### config.mk
export PLATFORM = sky130hd
export DESIGN_NAME = keypad_scanner_flat
export DESIGN_NICKNAME = d
export VERILOG_FILES = /design/src/rtl/keypad_scanner_pkg.sv /design/src/rtl/keypad_scanner_if.sv /design/src/rtl/kp_debounce.sv /design/src/rtl/keypad_scanner.sv /design/src/flat_wrapper.sv
export SDC_FILE = /design/constraint.sdc
export NUM_CORES = 1
export LEC_CHECK = 0
export ABC_AREA = 1
export BUFFER_PORTS_ARGS = -buffer_cell sky130_fd_sc_hd__buf_2
export CORE_MARGIN = 5
export CORE_UTILIZATION = 50
export DETAILED_ROUTE_END_ITERATION = 10
export PLACE_DENSITY_LB_ADDON = 0.05
export SKIP_CTS_REPAIR_TIMING = 1
export SYNTH_ARGS = -nofsm -noshare
export SYNTH_HDL_FRONTEND = slang
export SYNTH_SLANG_ARGS = --single-unit
### constraint.sdc
create_clock -name Clk -period 3.08 [get_ports Clk]
set_input_delay 0.308 -clock Clk [delete_from_list [all_inputs] [get_ports Clk]]
set_output_delay 0.308 -clock Clk [all_outputs]
set_load 0.05 [all_outputs]
### src/rtl/keypad_scanner_pkg.sv
// Shared definitions for the 4x4 keypad scanner: column count, FSM states, key map.
package keypad_scanner_pkg;

  localparam int unsigned NUM_COLS = 4;

  typedef enum logic {
    ST_IDLE    = 1'b0,
    ST_PRESSED = 1'b1
  } state_t;

  // Pmod KYPD legend indexed [row][col]
  function automatic logic [3:0] key_map(input logic [1:0] row, input logic [1:0] col);
    logic [3:0] code;
    case ({row, col})
      4'h0:    code = 4'h1;
      4'h1:    code = 4'h2;
      4'h2:    code = 4'h3;
      4'h3:    code = 4'hA;
      4'h4:    code = 4'h4;
      4'h5:    code = 4'h5;
      4'h6:    code = 4'h6;
      4'h7:    code = 4'hB;
      4'h8:    code = 4'h7;
      4'h9:    code = 4'h8;
      4'hA:    code = 4'h9;
      4'hB:    code = 4'hC;
      4'hC:    code = 4'h0;
      4'hD:    code = 4'hF;
      4'hE:    code = 4'hE;
      4'hF:    code = 4'hD;
      default: code = 4'h0;
    endcase
    return code;
  endfunction

endpackage

### src/rtl/keypad_scanner_if.sv
// Keypad pins plus the key/entry outputs of the scanner.
interface keypad_scanner_if;
  logic [3:0]  Row;
  logic [3:0]  Col;
  logic        Clr;
  logic [3:0]  KeyCode;
  logic        KeyStrobe;
  logic        KeyDown;
  logic [15:0] Value;

  modport master (
    input  Row, Clr,
    output Col, KeyCode, KeyStrobe, KeyDown, Value
  );

  modport slave (
    output Row, Clr,
    input  Col, KeyCode, KeyStrobe, KeyDown, Value
  );
endinterface

### src/rtl/kp_debounce.sv
// Frame-level debouncer: a frame result must repeat DEBOUNCE_FRAMES times to be stable.
module kp_debounce #(
  parameter int unsigned DEBOUNCE_FRAMES = 4
) (
  input  logic       clk,
  input  logic       rst_n,
  input  logic       frame_end,
  input  logic       frame_hit,
  input  logic [3:0] frame_code,
  output logic       stable,
  output logic       stable_hit,
  output logic [3:0] stable_code
);

  localparam int unsigned CNT_W = $clog2(DEBOUNCE_FRAMES + 1);
  localparam logic [CNT_W-1:0] CNT_MAX = CNT_W'(DEBOUNCE_FRAMES);

  logic [CNT_W-1:0] count;
  logic             prev_hit;
  logic [3:0]       prev_code;

  always_ff @(posedge clk or negedge rst_n) begin
    if (!rst_n) begin
      count     <= '0;
      prev_hit  <= 1'b0;
      prev_code <= '0;
    end else if (frame_end) begin
      if ({frame_hit, frame_code} == {prev_hit, prev_code}) begin
        if (count != CNT_MAX) count <= count + CNT_W'(1);
      end else begin
        count     <= CNT_W'(1);
        prev_hit  <= frame_hit;
        prev_code <= frame_code;
      end
    end
  end

  assign stable      = (count == CNT_MAX);
  assign stable_hit  = prev_hit;
  assign stable_code = prev_code;

endmodule

### src/rtl/keypad_scanner.sv
// 4x4 keypad scanner: column drive, row sampling, frame decode, press/release FSM
// and a 16-bit hex entry register.
module keypad_scanner
  import keypad_scanner_pkg::*;
#(
  parameter int unsigned SCAN_CYCLES     = 100000,
  parameter int unsigned DEBOUNCE_FRAMES = 4
) (
  input  logic           Clk,
  input  logic           Rst,
  keypad_scanner_if.master kp
);

  localparam int unsigned       SCAN_W    = $clog2(SCAN_CYCLES);
  localparam logic [SCAN_W-1:0] SCAN_LAST = SCAN_W'(SCAN_CYCLES - 1);
  localparam logic [1:0]        COL_LAST  = 2'(NUM_COLS - 1);

  logic [3:0]        row_s1, row_s2;
  logic [SCAN_W-1:0] scan_cnt;
  logic [1:0]        col_idx;
  logic              sample;
  logic [1:0]        low_cnt;
  logic [3:0]        acc_code;
  logic [2:0]        col_lows, lows_sum;
  logic [1:0]        low_row;
  logic [3:0]        code_now;
  logic              frame_end, frame_hit;
  logic [3:0]        frame_code;
  logic              stable, stable_hit;
  logic [3:0]        stable_code;
  state_t            state_q, state_d;
  logic              accept;

  always_ff @(posedge Clk or negedge Rst) begin
    if (!Rst) begin
      row_s1 <= '1;
      row_s2 <= '1;
    end else begin
      row_s1 <= kp.Row;
      row_s2 <= row_s1;
    end
  end

  always_ff @(posedge Clk or negedge Rst) begin
    if (!Rst) begin
      scan_cnt <= '0;
      col_idx  <= '0;
    end else if (sample) begin
      scan_cnt <= '0;
      col_idx  <= col_idx + 2'd1;
    end else begin
      scan_cnt <= scan_cnt + SCAN_W'(1);
    end
  end

  // Rows are read on the last clock of a column period so they have settled
  assign sample = (scan_cnt == SCAN_LAST);

  always_comb kp.Col = ~(4'b0001 << col_idx);

  always_comb begin
    col_lows = '0;
    low_row  = '0;
    for (int unsigned r = 0; r < 4; r++) begin
      if (!row_s2[r]) begin
        col_lows = col_lows + 3'd1;
        low_row  = 2'(r);
      end
    end
    lows_sum   = {1'b0, low_cnt} + col_lows;
    code_now   = (low_cnt == 2'd0 && col_lows == 3'd1) ? key_map(low_row, col_idx) : acc_code;
    frame_end  = sample && (col_idx == COL_LAST);
    frame_hit  = (lows_sum == 3'd1);
    frame_code = frame_hit ? code_now : '0;
  end

  // Low-bit count saturates at 2: anything beyond one low row is a miss
  always_ff @(posedge Clk or negedge Rst) begin
    if (!Rst) begin
      low_cnt  <= '0;
      acc_code <= '0;
    end else if (sample) begin
      if (frame_end) begin
        low_cnt  <= '0;
        acc_code <= '0;
      end else begin
        low_cnt  <= (lows_sum >= 3'd2) ? 2'd2 : lows_sum[1:0];
        acc_code <= code_now;
      end
    end
  end

  kp_debounce #(
    .DEBOUNCE_FRAMES(DEBOUNCE_FRAMES)
  ) u_debounce (
    .clk        (Clk),
    .rst_n      (Rst),
    .frame_end  (frame_end),
    .frame_hit  (frame_hit),
    .frame_code (frame_code),
    .stable     (stable),
    .stable_hit (stable_hit),
    .stable_code(stable_code)
  );

  always_ff @(posedge Clk or negedge Rst) begin
    if (!Rst) state_q <= ST_IDLE;
    else      state_q <= state_d;
  end

  always_comb begin
    state_d = state_q;
    accept  = 1'b0;
    case (state_q)
      ST_IDLE: begin
        if (stable && stable_hit) begin
          state_d = ST_PRESSED;
          accept  = 1'b1;
        end
      end
      ST_PRESSED: begin
        if (stable && !stable_hit) state_d = ST_IDLE;
      end
      default: state_d = ST_IDLE;
    endcase
  end

  // Value commits on the clock where KeyStrobe is high, so a Clr on that
  // same clock yields just the new digit
  always_ff @(posedge Clk or negedge Rst) begin
    if (!Rst) begin
      kp.KeyStrobe <= 1'b0;
      kp.KeyCode   <= '0;
      kp.Value     <= '0;
    end else begin
      kp.KeyStrobe <= accept;
      if (accept) kp.KeyCode <= stable_code;
      if (kp.KeyStrobe) begin
        kp.Value <= kp.Clr ? {12'h000, kp.KeyCode} : {kp.Value[11:0], kp.KeyCode};
      end else if (kp.Clr) begin
        kp.Value <= '0;
      end
    end
  end

  assign kp.KeyDown = (state_q == ST_PRESSED);

endmodule

### src/flat_wrapper.sv
// flat-port wrapper written by rule: the top's interface ports become plain ports
module keypad_scanner_flat import keypad_scanner_pkg::*;
#(
  parameter int unsigned SCAN_CYCLES     = 100000,
  parameter int unsigned DEBOUNCE_FRAMES = 4
)
  (Clk, Rst, kp_Row, kp_Clr, kp_Col, kp_KeyCode, kp_KeyStrobe, kp_KeyDown, kp_Value);
  keypad_scanner_if kp_i ();
  input  logic Clk;
  input  logic Rst;
  input wire logic [$bits(kp_i.Row)-1:0] kp_Row;
  input wire logic [$bits(kp_i.Clr)-1:0] kp_Clr;
  output wire logic [$bits(kp_i.Col)-1:0] kp_Col;
  output wire logic [$bits(kp_i.KeyCode)-1:0] kp_KeyCode;
  output wire logic [$bits(kp_i.KeyStrobe)-1:0] kp_KeyStrobe;
  output wire logic [$bits(kp_i.KeyDown)-1:0] kp_KeyDown;
  output wire logic [$bits(kp_i.Value)-1:0] kp_Value;
  assign kp_i.Row = kp_Row;
  assign kp_i.Clr = kp_Clr;
  assign kp_Col = kp_i.Col;
  assign kp_KeyCode = kp_i.KeyCode;
  assign kp_KeyStrobe = kp_i.KeyStrobe;
  assign kp_KeyDown = kp_i.KeyDown;
  assign kp_Value = kp_i.Value;
  keypad_scanner #(.SCAN_CYCLES(SCAN_CYCLES), .DEBOUNCE_FRAMES(DEBOUNCE_FRAMES)) u_core (.Clk(Clk), .Rst(Rst), .kp(kp_i));
endmodule
==> out/qor.yml <==
clock_tree:
  clk-insertion-delay-late_ns: 0.35
  clk_pin_slew_ns: 0.08
  cts_tree: "yes"
  clk_path_buf_depth: 2
  cts_root_buffer: "clkbuf_8"
  htree_levels: 3
  cts_buffers: 9
  cts.sinks: 63
floorplanning:
  core_area_um2: 6830
  num_io_pins: 33
  die_area_um2: 8820
  die_h_um: 93.9
  fp.dieW_um: 93.9
  initial_core_util: 0.515
  rows: 30
detailed_routing:
  wl_per_cell_um: 12.7
  wl_met2_mm: 3.31
  drtIter0Drc: 115
  met3WireLength_um: 330
  top_layer_used: "met4"
  drc: 0
  first_pass_iters: 4
  via_per_inst: 4.84
  drt-total-wl_mm: 7.43
  drt-met1-wl_mm: 3.70
  ant_nets: 0
  vias: 2823
logic_synthesis:
  ys_warn_count: 0
  syn_nets: 447
  yosys_register_bits: 63
  async_reset_ff_frac: 1.00
  yosysMostFrequentCell: "nand2_1"
  seq_area_frac_synth: 0.451
  synth.distinct_cells: 34
  netlist_top_cells_count: "nand2_1, inv_1, dfrtp_1, nand3_1, nor2_1"
  netlist.top_cell.by_area: "dfrtp_1"
  synth_edf_count: 0
  syn_inst: 428
  synth_area_leaders: "dfrtp_1, nand2_1, inv_1"
  avgSynthCellArea_um2: 8.22
  synth_top_area_frac: 0.391
  synth_ff_type: "dfrtp_1"
  syn_area_um2: 3520
hold_path:
  worstHoldStart: "kp_Row[2]"
  holdPathEnd: "u_core.row_s1[2]"
  hp-class: "in -> reg"
  whs_path_depth: 1
critical_path:
  crit_path_frequent_cell: "nand2_2"
  reg2reg_slack_ns: 0.05
  crit_path_start_kind: "flop"
  cp.required_ns: 3.36
  r2r_end: "u_core.u_debounce.count[1]"
  critPathMaxStageDelay_ns: 0.55
  cp_cell_sequence: "inv_2 > ha_4 > inv_2 > nand2_2 > nand2_1 > ha_1 > nand2_1 > nand2_2 > fa_2 > inv_2 > nand2_4 > nor2_8 > buf_4 > nand3_2 > nand3_2 > nor2_4 > nand3_2 > nand2_2 > nand2_1 > nand2_2"
  worst-r2r-cell-count: 20
  slowest_stage: "dfstp_2"
  critPathArrivalTime_ns: 3.31
  cp_max_fo: 6
  endpoint_kind: "flop"
  reg2reg_from: "u_core.row_s2[0]"
  worst-setup-path-type: "reg -> reg"
place:
  gp_congestion: 0.843
  pre_cts_ws_ns: -0.167
  numPortBuffers: 32
  hpwl_mm: 5.46
  place_area_um2: 3860
grt:
  grt_usage: 0.187
  grt_pass1_wl_mm: 12.9
  grt_max_degree: 41
  grt_pass1_vias: 2803
  gr-total-overflow: 0
  antenna_found_initial: 0
power_and_ir_drop:
  p_int_mw: 1.26
  p_leak_nw: 2.15
  pwr-share-comb: 0.125
  pwr-share-clk: 0.396
  seqPwrFrac: 0.479
  power.density_nw_per_um2: 425
  ir_drop_mv: 0.215
  swShare: 0.283
  p_sw_uw: 498
  power.total_mw: 1.76
finish:
  area_growth_syn_to_layout_pct: 17.7
  final_util: 0.606
  n_fill_cell: 634
  antenna_cells: 0
  drive_gt1_frac: 0.277
  nNetsFinal: 501
  regArea_um2: 1590
  multi_input_area_um2: 1640
  fin_area_um2: 4140
sta:
  period_share: 0.983
  fmax_mhz: 330
  rsz0062_at_grt: "yes"
  worst_pin_slew_ns: 0.703
  min_period_ns: 3.03
  fin_ws_ns: 0.0535
  finalHoldViolCount: 0
  setup_viol: 0
  slew_headroom: 0.528
  drv_slew: 0
  fin_worst_skew_ns: 0.0113
outcome:
  status: "completed"
run:
  maxCapViolations: 0
## power groups by stage
| stage | registers (mW) | clock network (mW) | logic (mW) |
|---|---|---|---|
| after global placement | 0.858 | 0 | 0.193 |
| after detailed placement | 0.858 | 0 | 0.196 |
| after CTS | 0.842 | 0.715 | 0.197 |
| after floorplan | 0.854 | 0 | 0.141 |
| final | 0.843 | 0.698 | 0.221 |
| after global routing | 0.844 | 0.761 | 0.245 |
## cell families after synthesis
kind of cell             Yosys count  synth area share
buffers and inverters             89             0.104
AND/OR/NAND/NOR                  222             0.331
flip-flops                        63             0.451
XOR/XNOR                           5            0.0124
adder cells (fa/ha/maj)           12            0.0448
AO/OA/AOI/OAI                     37            0.0572
## per-layer routing
metal,up-vias,GRT usage
met5,-,0
met4,0,0.0578
met3,12,0.0513
met2,48,0.281
met1,1303,0.260
li1,1460,-
## metrics by stage
step | cells | setup TNS, ns | hold slack (ns)
after floorplan | 428 | 0 | 0.0124
after global placement | 562 | -0.627 | 0.328
after detailed placement | 562 | -1.12 | 0.335
after CTS | 578 | -1.26 | -0.0447
after global routing | 583 | -0.723 | 0.0243
final | 583 | 0 | 0.0540
## worst max-delay path, delay by kind of cell, from the launching register on
kind / cells / cell delay (ns)
buffers and inverters: 4 / 0.27
DFF: 1 / 0.55
and+or+nand+nor: 13 / 1.04
adders and majority gates: 3 / 1.09
## state kept, by name, summed over array words and instances, names as in the netlist, 3 cells and up, named ones only
name and flops:
u_core.scan_cnt 17, u_core.kp.Value 16, u_core.acc_code 4, u_core.kp.KeyCode 4, u_core.row_s1 4, u_core.row_s2 4, u_core.u_debounce.stable_code 4, u_core.u_debounce.count 3
## how the worst max path moves through the flow
stage	to	start	depth (start not counted)
2_1_floorplan	u_core.u_debounce.stable_code[3]	u_core.row_s2[1]	20
3_3_place_gp	u_core.u_debounce.count[2]	u_core.row_s2[1]	22
3_5_place_dp	u_core.u_debounce.count[1]	u_core.row_s2[1]	21
4_1_cts	u_core.u_debounce.count[1]	u_core.row_s2[1]	21
5_1_grt	u_core.u_debounce.stable_hit	u_core.row_s2[0]	19
6_report	u_core.u_debounce.count[1]	u_core.row_s2[0]	20
## cell type report
type	count	area share
Multi-Input combinational cell	277	0.395
Tap cell	96	0.0290
Clock buffer	11	0.0366
Timing Repair Buffer	49	0.0710
Inverter	82	0.0755
Sequential cell	63	0.383
Clock inverter	5	0.00937
## cell usage in the layout, fill, tap and decap left out, types with 2 or more instances in the layout
cell       n
a21oi_1    4
buf_2     32
buf_4     15
clkbuf_8  11
dfrtp_1   55
dfstp_2    8
ha_1       9
ha_4       2
inv_1     73
inv_2      8
inv_6      3
nand2_1   95
nand2_2   20
nand2_4   10
nand3_1   32
nand3_2    8
nand3_4    2
nand4_1   10
nor2_1    22
nor2_2     5
nor2_4     3
nor2_8     2
nor3_1     6
nor4_1     5
o21ai_0   21
o22ai_1   10
xor2_1     4
Note: power is estimated with default switching activity, not from simulation.
